<file path="src/rtl/rv_core_pkg.sv">
// Shared constants for the RV32I core front end.
package rv_core_pkg;

    localparam int unsigned XLEN    = 32;
    localparam int unsigned INSTR_W = 32;
    localparam logic [31:0] RV_NOP  = 32'h0000_0013;
    localparam logic [31:0] PC_STEP = 32'd4;

endpackage

</file>
<file path="src/rtl/fetch_queue_unit_if.sv">
// Fetch front-end bus: instruction-memory request/response, redirect and decode handoff.
interface fetch_queue_unit_if #(
    parameter int unsigned XLEN = rv_core_pkg::XLEN
) ();

    logic            imem_req_valid;
    logic            imem_req_ready;
    logic [XLEN-1:0] imem_req_addr;
    logic            imem_rsp_valid;
    logic [XLEN-1:0] imem_rsp_instr;
    logic            redirect_valid;
    logic [XLEN-1:0] redirect_pc;
    logic            instr_valid;
    logic            instr_ready;
    logic [XLEN-1:0] instr;
    logic [XLEN-1:0] instr_pc;

    // Fetch unit side.
    modport master (
        output imem_req_valid,
        input  imem_req_ready,
        output imem_req_addr,
        input  imem_rsp_valid,
        input  imem_rsp_instr,
        input  redirect_valid,
        input  redirect_pc,
        output instr_valid,
        input  instr_ready,
        output instr,
        output instr_pc
    );

    // Memory / decode / branch-unit side.
    modport slave (
        input  imem_req_valid,
        output imem_req_ready,
        input  imem_req_addr,
        output imem_rsp_valid,
        output imem_rsp_instr,
        output redirect_valid,
        output redirect_pc,
        input  instr_valid,
        output instr_ready,
        input  instr,
        input  instr_pc
    );

endinterface

</file>
<file path="src/rtl/sync_fifo.sv">
// Synchronous FIFO with clear, occupancy count and registered storage.
// Read data is zero when empty; push while full is only honoured with a same-cycle pop.
module sync_fifo #(
    parameter int unsigned WIDTH = 64,
    parameter int unsigned DEPTH = 4
) (
    input  logic                   clk,
    input  logic                   reset,
    input  logic                   push,
    input  logic                   pop,
    input  logic                   clear,
    input  logic [WIDTH-1:0]       wdata,
    output logic [WIDTH-1:0]       rdata,
    output logic [$clog2(DEPTH):0] count,
    output logic                   empty,
    output logic                   full
);

    localparam int unsigned AW = $clog2(DEPTH);
    localparam int unsigned CW = AW + 1;

    logic [WIDTH-1:0] mem_q [DEPTH];
    logic [AW-1:0]    rd_ptr_q;
    logic [AW-1:0]    wr_ptr_q;
    logic [CW-1:0]    count_q;
    logic             do_push;
    logic             do_pop;

    // Status, qualified handshakes and head read-out.
    always_comb begin
        empty   = (count_q == '0);
        full    = (count_q == CW'(DEPTH));
        count   = count_q;
        do_pop  = pop && !empty;
        do_push = push && (!full || do_pop);
        rdata   = empty ? '0 : mem_q[rd_ptr_q];
    end

    // Pointers and occupancy; clear wins over push and pop.
    always_ff @(posedge clk) begin
        if (!reset || clear) begin
            rd_ptr_q <= '0;
            wr_ptr_q <= '0;
            count_q  <= '0;
        end else begin
            if (do_push) begin
                wr_ptr_q <= wr_ptr_q + AW'(1);
            end
            if (do_pop) begin
                rd_ptr_q <= rd_ptr_q + AW'(1);
            end
            if (do_push && !do_pop) begin
                count_q <= count_q + CW'(1);
            end else if (do_pop && !do_push) begin
                count_q <= count_q - CW'(1);
            end
        end
    end

    // Entry storage; contents are don't-care until written.
    always_ff @(posedge clk) begin
        if (reset && !clear && do_push) begin
            mem_q[wr_ptr_q] <= wdata;
        end
    end

endmodule

</file>
<file path="src/rtl/fetch_queue_unit.sv">
// Pipelined instruction fetch with a credit-limited prefetch queue and redirect flush.
// Credits cover queued plus in-flight fetches, so a returning response always has a slot.
module fetch_queue_unit #(
    parameter int unsigned     XLEN     = rv_core_pkg::XLEN,
    parameter logic [XLEN-1:0] RESET_PC = '0,
    parameter int unsigned     DEPTH    = 4
) (
    input  logic                clk,
    input  logic                reset,
    fetch_queue_unit_if.master  bus
);

    import rv_core_pkg::*;

    localparam int unsigned CW = $clog2(DEPTH) + 1;
    localparam logic [CW:0] CREDITS = (CW + 1)'(DEPTH);

    logic [XLEN-1:0]   fetch_pc_q;
    logic [XLEN-1:0]   rsp_pc_q;
    logic [CW-1:0]     outstanding_q;
    logic [CW-1:0]     outstanding_d;
    logic [CW-1:0]     discard_q;
    logic [CW-1:0]     fifo_count;
    logic              fifo_empty;
    logic              fifo_full;
    logic [CW:0]       credit_used;
    logic              req_fire;
    logic              rsp_keep;
    logic              pop;
    logic [XLEN-1:0]   redirect_aligned;
    logic [2*XLEN-1:0] head;

    // Request credit, handshake qualification and outstanding next-state.
    always_comb begin
        credit_used        = {1'b0, outstanding_q} + {1'b0, fifo_count};
        bus.imem_req_valid = reset && !bus.redirect_valid && !fifo_full && (credit_used < CREDITS);
        bus.imem_req_addr  = fetch_pc_q;
        req_fire           = bus.imem_req_valid && bus.imem_req_ready;
        rsp_keep           = bus.imem_rsp_valid && !bus.redirect_valid && (discard_q == '0);
        bus.instr_valid    = reset && !fifo_empty;
        pop                = bus.instr_valid && bus.instr_ready && !bus.redirect_valid;
        bus.instr_pc       = head[2*XLEN-1:XLEN];
        bus.instr          = head[XLEN-1:0];
        redirect_aligned   = {bus.redirect_pc[XLEN-1:2], 2'b00};
        outstanding_d      = outstanding_q;
        if (req_fire && !bus.imem_rsp_valid) begin
            outstanding_d = outstanding_q + CW'(1);
        end else if (!req_fire && bus.imem_rsp_valid) begin
            outstanding_d = outstanding_q - CW'(1);
        end
    end

    // PC, outstanding and discard tracking; redirect takes priority over normal flow.
    always_ff @(posedge clk) begin
        if (!reset) begin
            fetch_pc_q    <= RESET_PC;
            rsp_pc_q      <= RESET_PC;
            outstanding_q <= '0;
            discard_q     <= '0;
        end else begin
            outstanding_q <= outstanding_d;
            if (bus.redirect_valid) begin
                // Everything still in flight after this edge belongs to the old path.
                discard_q  <= outstanding_d;
                fetch_pc_q <= redirect_aligned;
                rsp_pc_q   <= redirect_aligned;
            end else begin
                if (req_fire) begin
                    fetch_pc_q <= fetch_pc_q + XLEN'(PC_STEP);
                end
                if (bus.imem_rsp_valid && (discard_q != '0)) begin
                    discard_q <= discard_q - CW'(1);
                end
                if (rsp_keep) begin
                    rsp_pc_q <= rsp_pc_q + XLEN'(PC_STEP);
                end
            end
        end
    end

    sync_fifo #(
        .WIDTH (2 * XLEN),
        .DEPTH (DEPTH)
    ) u_fifo (
        .clk   (clk),
        .reset (reset),
        .push  (rsp_keep),
        .pop   (pop),
        .clear (bus.redirect_valid),
        .wdata ({rsp_pc_q, bus.imem_rsp_instr}),
        .rdata (head),
        .count (fifo_count),
        .empty (fifo_empty),
        .full  (fifo_full)
    );

endmodule

</file>
<file path="src/flat_wrapper.sv">
// flat-port wrapper written by rule: the top's interface ports become plain ports
module fetch_queue_unit_flat import rv_core_pkg::*;
#(
    parameter int unsigned     XLEN     = rv_core_pkg::XLEN,
    parameter logic [XLEN-1:0] RESET_PC = '0,
    parameter int unsigned     DEPTH    = 4
)
  (clk, reset, bus_imem_req_valid, bus_imem_req_ready, bus_imem_req_addr, bus_imem_rsp_valid, bus_imem_rsp_instr, bus_redirect_valid, bus_redirect_pc, bus_instr_valid, bus_instr_ready, bus_instr, bus_instr_pc);
  fetch_queue_unit_if #(.XLEN(XLEN)) bus_i ();
  input  logic clk;
  input  logic reset;
  output wire logic [$bits(bus_i.imem_req_valid)-1:0] bus_imem_req_valid;
  input wire logic [$bits(bus_i.imem_req_ready)-1:0] bus_imem_req_ready;
  output wire logic [$bits(bus_i.imem_req_addr)-1:0] bus_imem_req_addr;
  input wire logic [$bits(bus_i.imem_rsp_valid)-1:0] bus_imem_rsp_valid;
  input wire logic [$bits(bus_i.imem_rsp_instr)-1:0] bus_imem_rsp_instr;
  input wire logic [$bits(bus_i.redirect_valid)-1:0] bus_redirect_valid;
  input wire logic [$bits(bus_i.redirect_pc)-1:0] bus_redirect_pc;
  output wire logic [$bits(bus_i.instr_valid)-1:0] bus_instr_valid;
  input wire logic [$bits(bus_i.instr_ready)-1:0] bus_instr_ready;
  output wire logic [$bits(bus_i.instr)-1:0] bus_instr;
  output wire logic [$bits(bus_i.instr_pc)-1:0] bus_instr_pc;
  assign bus_imem_req_valid = bus_i.imem_req_valid;
  assign bus_i.imem_req_ready = bus_imem_req_ready;
  assign bus_imem_req_addr = bus_i.imem_req_addr;
  assign bus_i.imem_rsp_valid = bus_imem_rsp_valid;
  assign bus_i.imem_rsp_instr = bus_imem_rsp_instr;
  assign bus_i.redirect_valid = bus_redirect_valid;
  assign bus_i.redirect_pc = bus_redirect_pc;
  assign bus_instr_valid = bus_i.instr_valid;
  assign bus_i.instr_ready = bus_instr_ready;
  assign bus_instr = bus_i.instr;
  assign bus_instr_pc = bus_i.instr_pc;
  fetch_queue_unit #(.XLEN(XLEN), .RESET_PC(RESET_PC), .DEPTH(DEPTH)) u_core (.clk(clk), .reset(reset), .bus(bus_i));
endmodule
</file>
<file path="config.mk">
export PLATFORM = sky130hd
export DESIGN_NAME = fetch_queue_unit_flat
export DESIGN_NICKNAME = d
export VERILOG_FILES = /design/src/rtl/rv_core_pkg.sv /design/src/rtl/fetch_queue_unit_if.sv /design/src/rtl/sync_fifo.sv /design/src/rtl/fetch_queue_unit.sv /design/src/flat_wrapper.sv
export SDC_FILE = /design/constraint.sdc
export NUM_CORES = 1
export LEC_CHECK = 0
export CORE_MARGIN = 10
export CORE_UTILIZATION = 25
export DETAILED_ROUTE_END_ITERATION = 8
export PLACE_DENSITY = 0.44
export SLEW_MARGIN = 25
export SYNTH_ARGS = -nofsm -noshare
export SYNTH_HDL_FRONTEND = slang
export SYNTH_SLANG_ARGS = --single-unit
</file>
<file path="constraint.sdc">
create_clock -name clk -period 2.8 [get_ports clk]
set_input_delay 0.56 -clock clk [delete_from_list [all_inputs] [get_ports clk]]
set_output_delay 0.56 -clock clk [all_outputs]
set_load 0.005 [all_outputs]
</file>
==> metrics.cfg <==
[setup_path]
slowest_stage=mux4_2
critPathBufInv=4
worstPathRequired_ns=2.24
crit_chain=buf_6 > buf_16 > buf_4 > mux4_2 > and2_4 > clkdlybuf4s15_2
worst_setup_path_end_kind=output port
critical_path_class=register to output port
cp_top_family=buffers and inverters
slowest_delay_ns=0.48
arrival_ns=2.16
critical_path.max_fanout=6
startpoint_type=register

[route]
drtIter0Drc=638
viasPerCell=4.57
wl_per_cell_um=20.6
vias=8585
first_pass_iters=4
drc_errors=0
wirelength_mm=38.7
postRouteAntennaNets=0

[finish]
fin_nets=1235
final_common_cell=edfxtp_1
layout_common_cells=edfxtp_1, clkdlybuf4s50_1, dfxtp_1
antenna_cells=0
finalInstanceArea_um2=18200
post-route-util=0.338
fillers=5275
syn2layout_area_growth_pct=33.8
drive_above_1_share=0.250
multi_input_area_um2=4420
seqCellArea_um2=8960

[yosys]
synthesis.area_um2=13600
seq_area_frac_synth=0.658
ys_ff_latch=323
postSynthCellCount=916
syn_avg_cell_area_um2=14.8
ys_types=65
synthArstFlopShare=0
synth_edf_count=248
dominantRegCellSynth=edfxtp_1
ys_warn_count=0

[floorplan]
pin_count=168
rows=85
start_util=0.253
die_area_um2=64100
coreArea_um2=53800
fp.dieW_um=253
die-height_um=253

[global_routing]
use_met3=0.0296
grt_pass1_vias=8967
grt_pass1_wl_mm=58.2
met2_usage=0.190
grt_max_degree=46
grt_use_met1=0.160
grt_use_total=0.120
top_usage_layer=met2
antenna_found_initial=1
grt_overflow=0

[power_and_ir_drop]
p_leak_nw=6.21
ir_drop_uv=439
powerDensity_nw_per_um2=641

[sta]
hold_viol_final=0
finalSetupViolCount=0
finalCritPeriodShare=0.971
rsz0062_at_grt=true
min_period_ns=2.72
skew_ns=0.0193
tightestPinTransition_ns=0.705
drv_slew=0
max_slew_margin=0.525
fmax_mhz=368

[min_path]
hold_path_class=register to register

[cts]
cts.hold.buffers_added=0
cts.clk_slew.worst_paths_ns=0.06
clkSinkCount=323
cts_tree=built
clock_latency_ns=0.55
htree_levels=2
cts_max_path_buffers=3
cts_buffers=38
root_buffer=clkbuf_16

[placement]
gp_congestion=0.772
dp_hpwl_mm=24.5
placed_cell_area_um2=16400
port_buffers=161

[run_status]
status=completed

[flow_run]
maxCapViolCount=0

-- synth_stat cells (3+ instances only) --
master / number / area [um^2]
mux2_2: 5 / 56.3
xor2_1: 19 / 166
ha_1: 13 / 163
nand2_1: 56 / 210
edfxtp_1: 248 / 7450
nand4_1: 22 / 138
nor4_1: 12 / 75.1
o21ai_0: 39 / 195
nor2_1: 19 / 71.3
nor3_1: 19 / 95.1
mux2i_1: 3 / 30.0
clkbuf_1: 33 / 124
or3_1: 11 / 68.8
o211ai_1: 6 / 45.0
and3_1: 5 / 31.3
a32oi_1: 3 / 26.3
a31oi_1: 12 / 75.1
and2_1: 71 / 444
xnor2_1: 22 / 193
nand3_1: 29 / 145
buf_1: 4 / 15.0
inv_1: 17 / 63.8
buf_4: 4 / 30.0
a211oi_1: 5 / 37.5
dfxtp_1: 75 / 1500
and4_1: 6 / 52.6
a21oi_1: 40 / 200
buf_2: 10 / 50.1
mux4_2: 62 / 1400
-- power by group --
| group | total (W) | switching, W | internal [W] |
|---|---|---|---|
| Combinational | 0.000882 | 0.000424 | 0.000458 |
| Clock | 0.00539 | 0.00203 | 0.00336 |
| Sequential | 0.00540 | 0.000131 | 0.00527 |
| Total | 0.0117 | 0.00258 | 0.00908 |
-- metrics by stage --
stage	hold WS (ns)	instances	total power (W)	setup WS, ns	TNS (ns)
2_1_floorplan	0.480	919	0.00582	0.190	0
3_3_place_gp	0.502	1773	0.00633	-0.102	-0.102
3_5_place_dp	0.503	1773	0.00634	-0.123	-0.123
4_1_cts	0.513	1873	0.0119	-0.120	-0.890
5_1_grt	0.528	1877	0.0121	-0.000596	-0.000596
6_report	0.495	1877	0.0117	0.0824	0
-- cell families after synthesis --
group                    share of synthesized area
other                                     0.000276
AND/OR/NAND/NOR                              0.116
AO/OA/AOI/OAI                               0.0527
XOR/XNOR                                    0.0264
adder cells (fa/ha/maj)                     0.0134
buffers and inverters                       0.0238
multiplexers                                 0.109
flip-flops                                   0.658
-- what timing repair did --
action	in CTS	in global routing
setup buffers	23	5
pin swaps	8	8
resized for setup	147	67
hold endpoints to repair	0	0
setup endpoints to repair	64	36
cloned	8	1
-- routing by layer --
metal	vias up	share of wire
li1	4008	-
met1	4312	0.46
met2	223	0.46
met3	42	0.058
met4	0	0.017
met5	-	0
-- layout make-up --
type / instances / area share
timing repair buffer: 245 / 0.137
clock inverter: 25 / 0.0195
multi-input combinational: 523 / 0.243
sequential: 323 / 0.492
clock buffer: 45 / 0.0560
tap: 696 / 0.0478
inverter: 20 / 0.00440
-- worst min-delay path, delay by kind of cell (launching register included) --
kind / cells / cell delay (ns)
AO/OA/AOI/OAI: 1 / 0.05
flip-flops: 1 / 0.34
AND/OR/NAND/NOR: 1 / 0.07
-- registers in the layout (all words and copies together) (netlist names), named ones only --
register / cells
u_core.outstanding_q: 3
u_core.u_fifo.count: 3
u_core.rsp_pc_q: 30
u_core.u_fifo.mem_q: 248
u_core.bus.imem_req_addr: 30
u_core.discard_q: 3
u_core.u_fifo.wr_ptr_q: 2
u_core.u_fifo.rd_ptr_q: 2
-- path summary, 6_finish.rpt --
| check | endpoint | start | depth (start not counted) | slack (ns) |
|---|---|---|---|---|
| setup / recovery | bus_instr[5] | register | 6 | 0.08 |
| hold / removal | u_core.outstanding_q[2]$_SDFF_PN0_ | u_core.outstanding_q[2]$_SDFF_PN0_ | 2 | 0.49 |
| setup reg to reg | u_core.u_fifo.count[2]$_SDFFE_PP0P_ | u_core.discard_q[0]$_SDFFE_PN0P_ | 10 | 0.31 |
| hold reg to reg | u_core.outstanding_q[2]$_SDFF_PN0_ | u_core.outstanding_q[2]$_SDFF_PN0_ | 2 | 0.49 |
No activity file was read; power rests on OpenSTA's default activity.
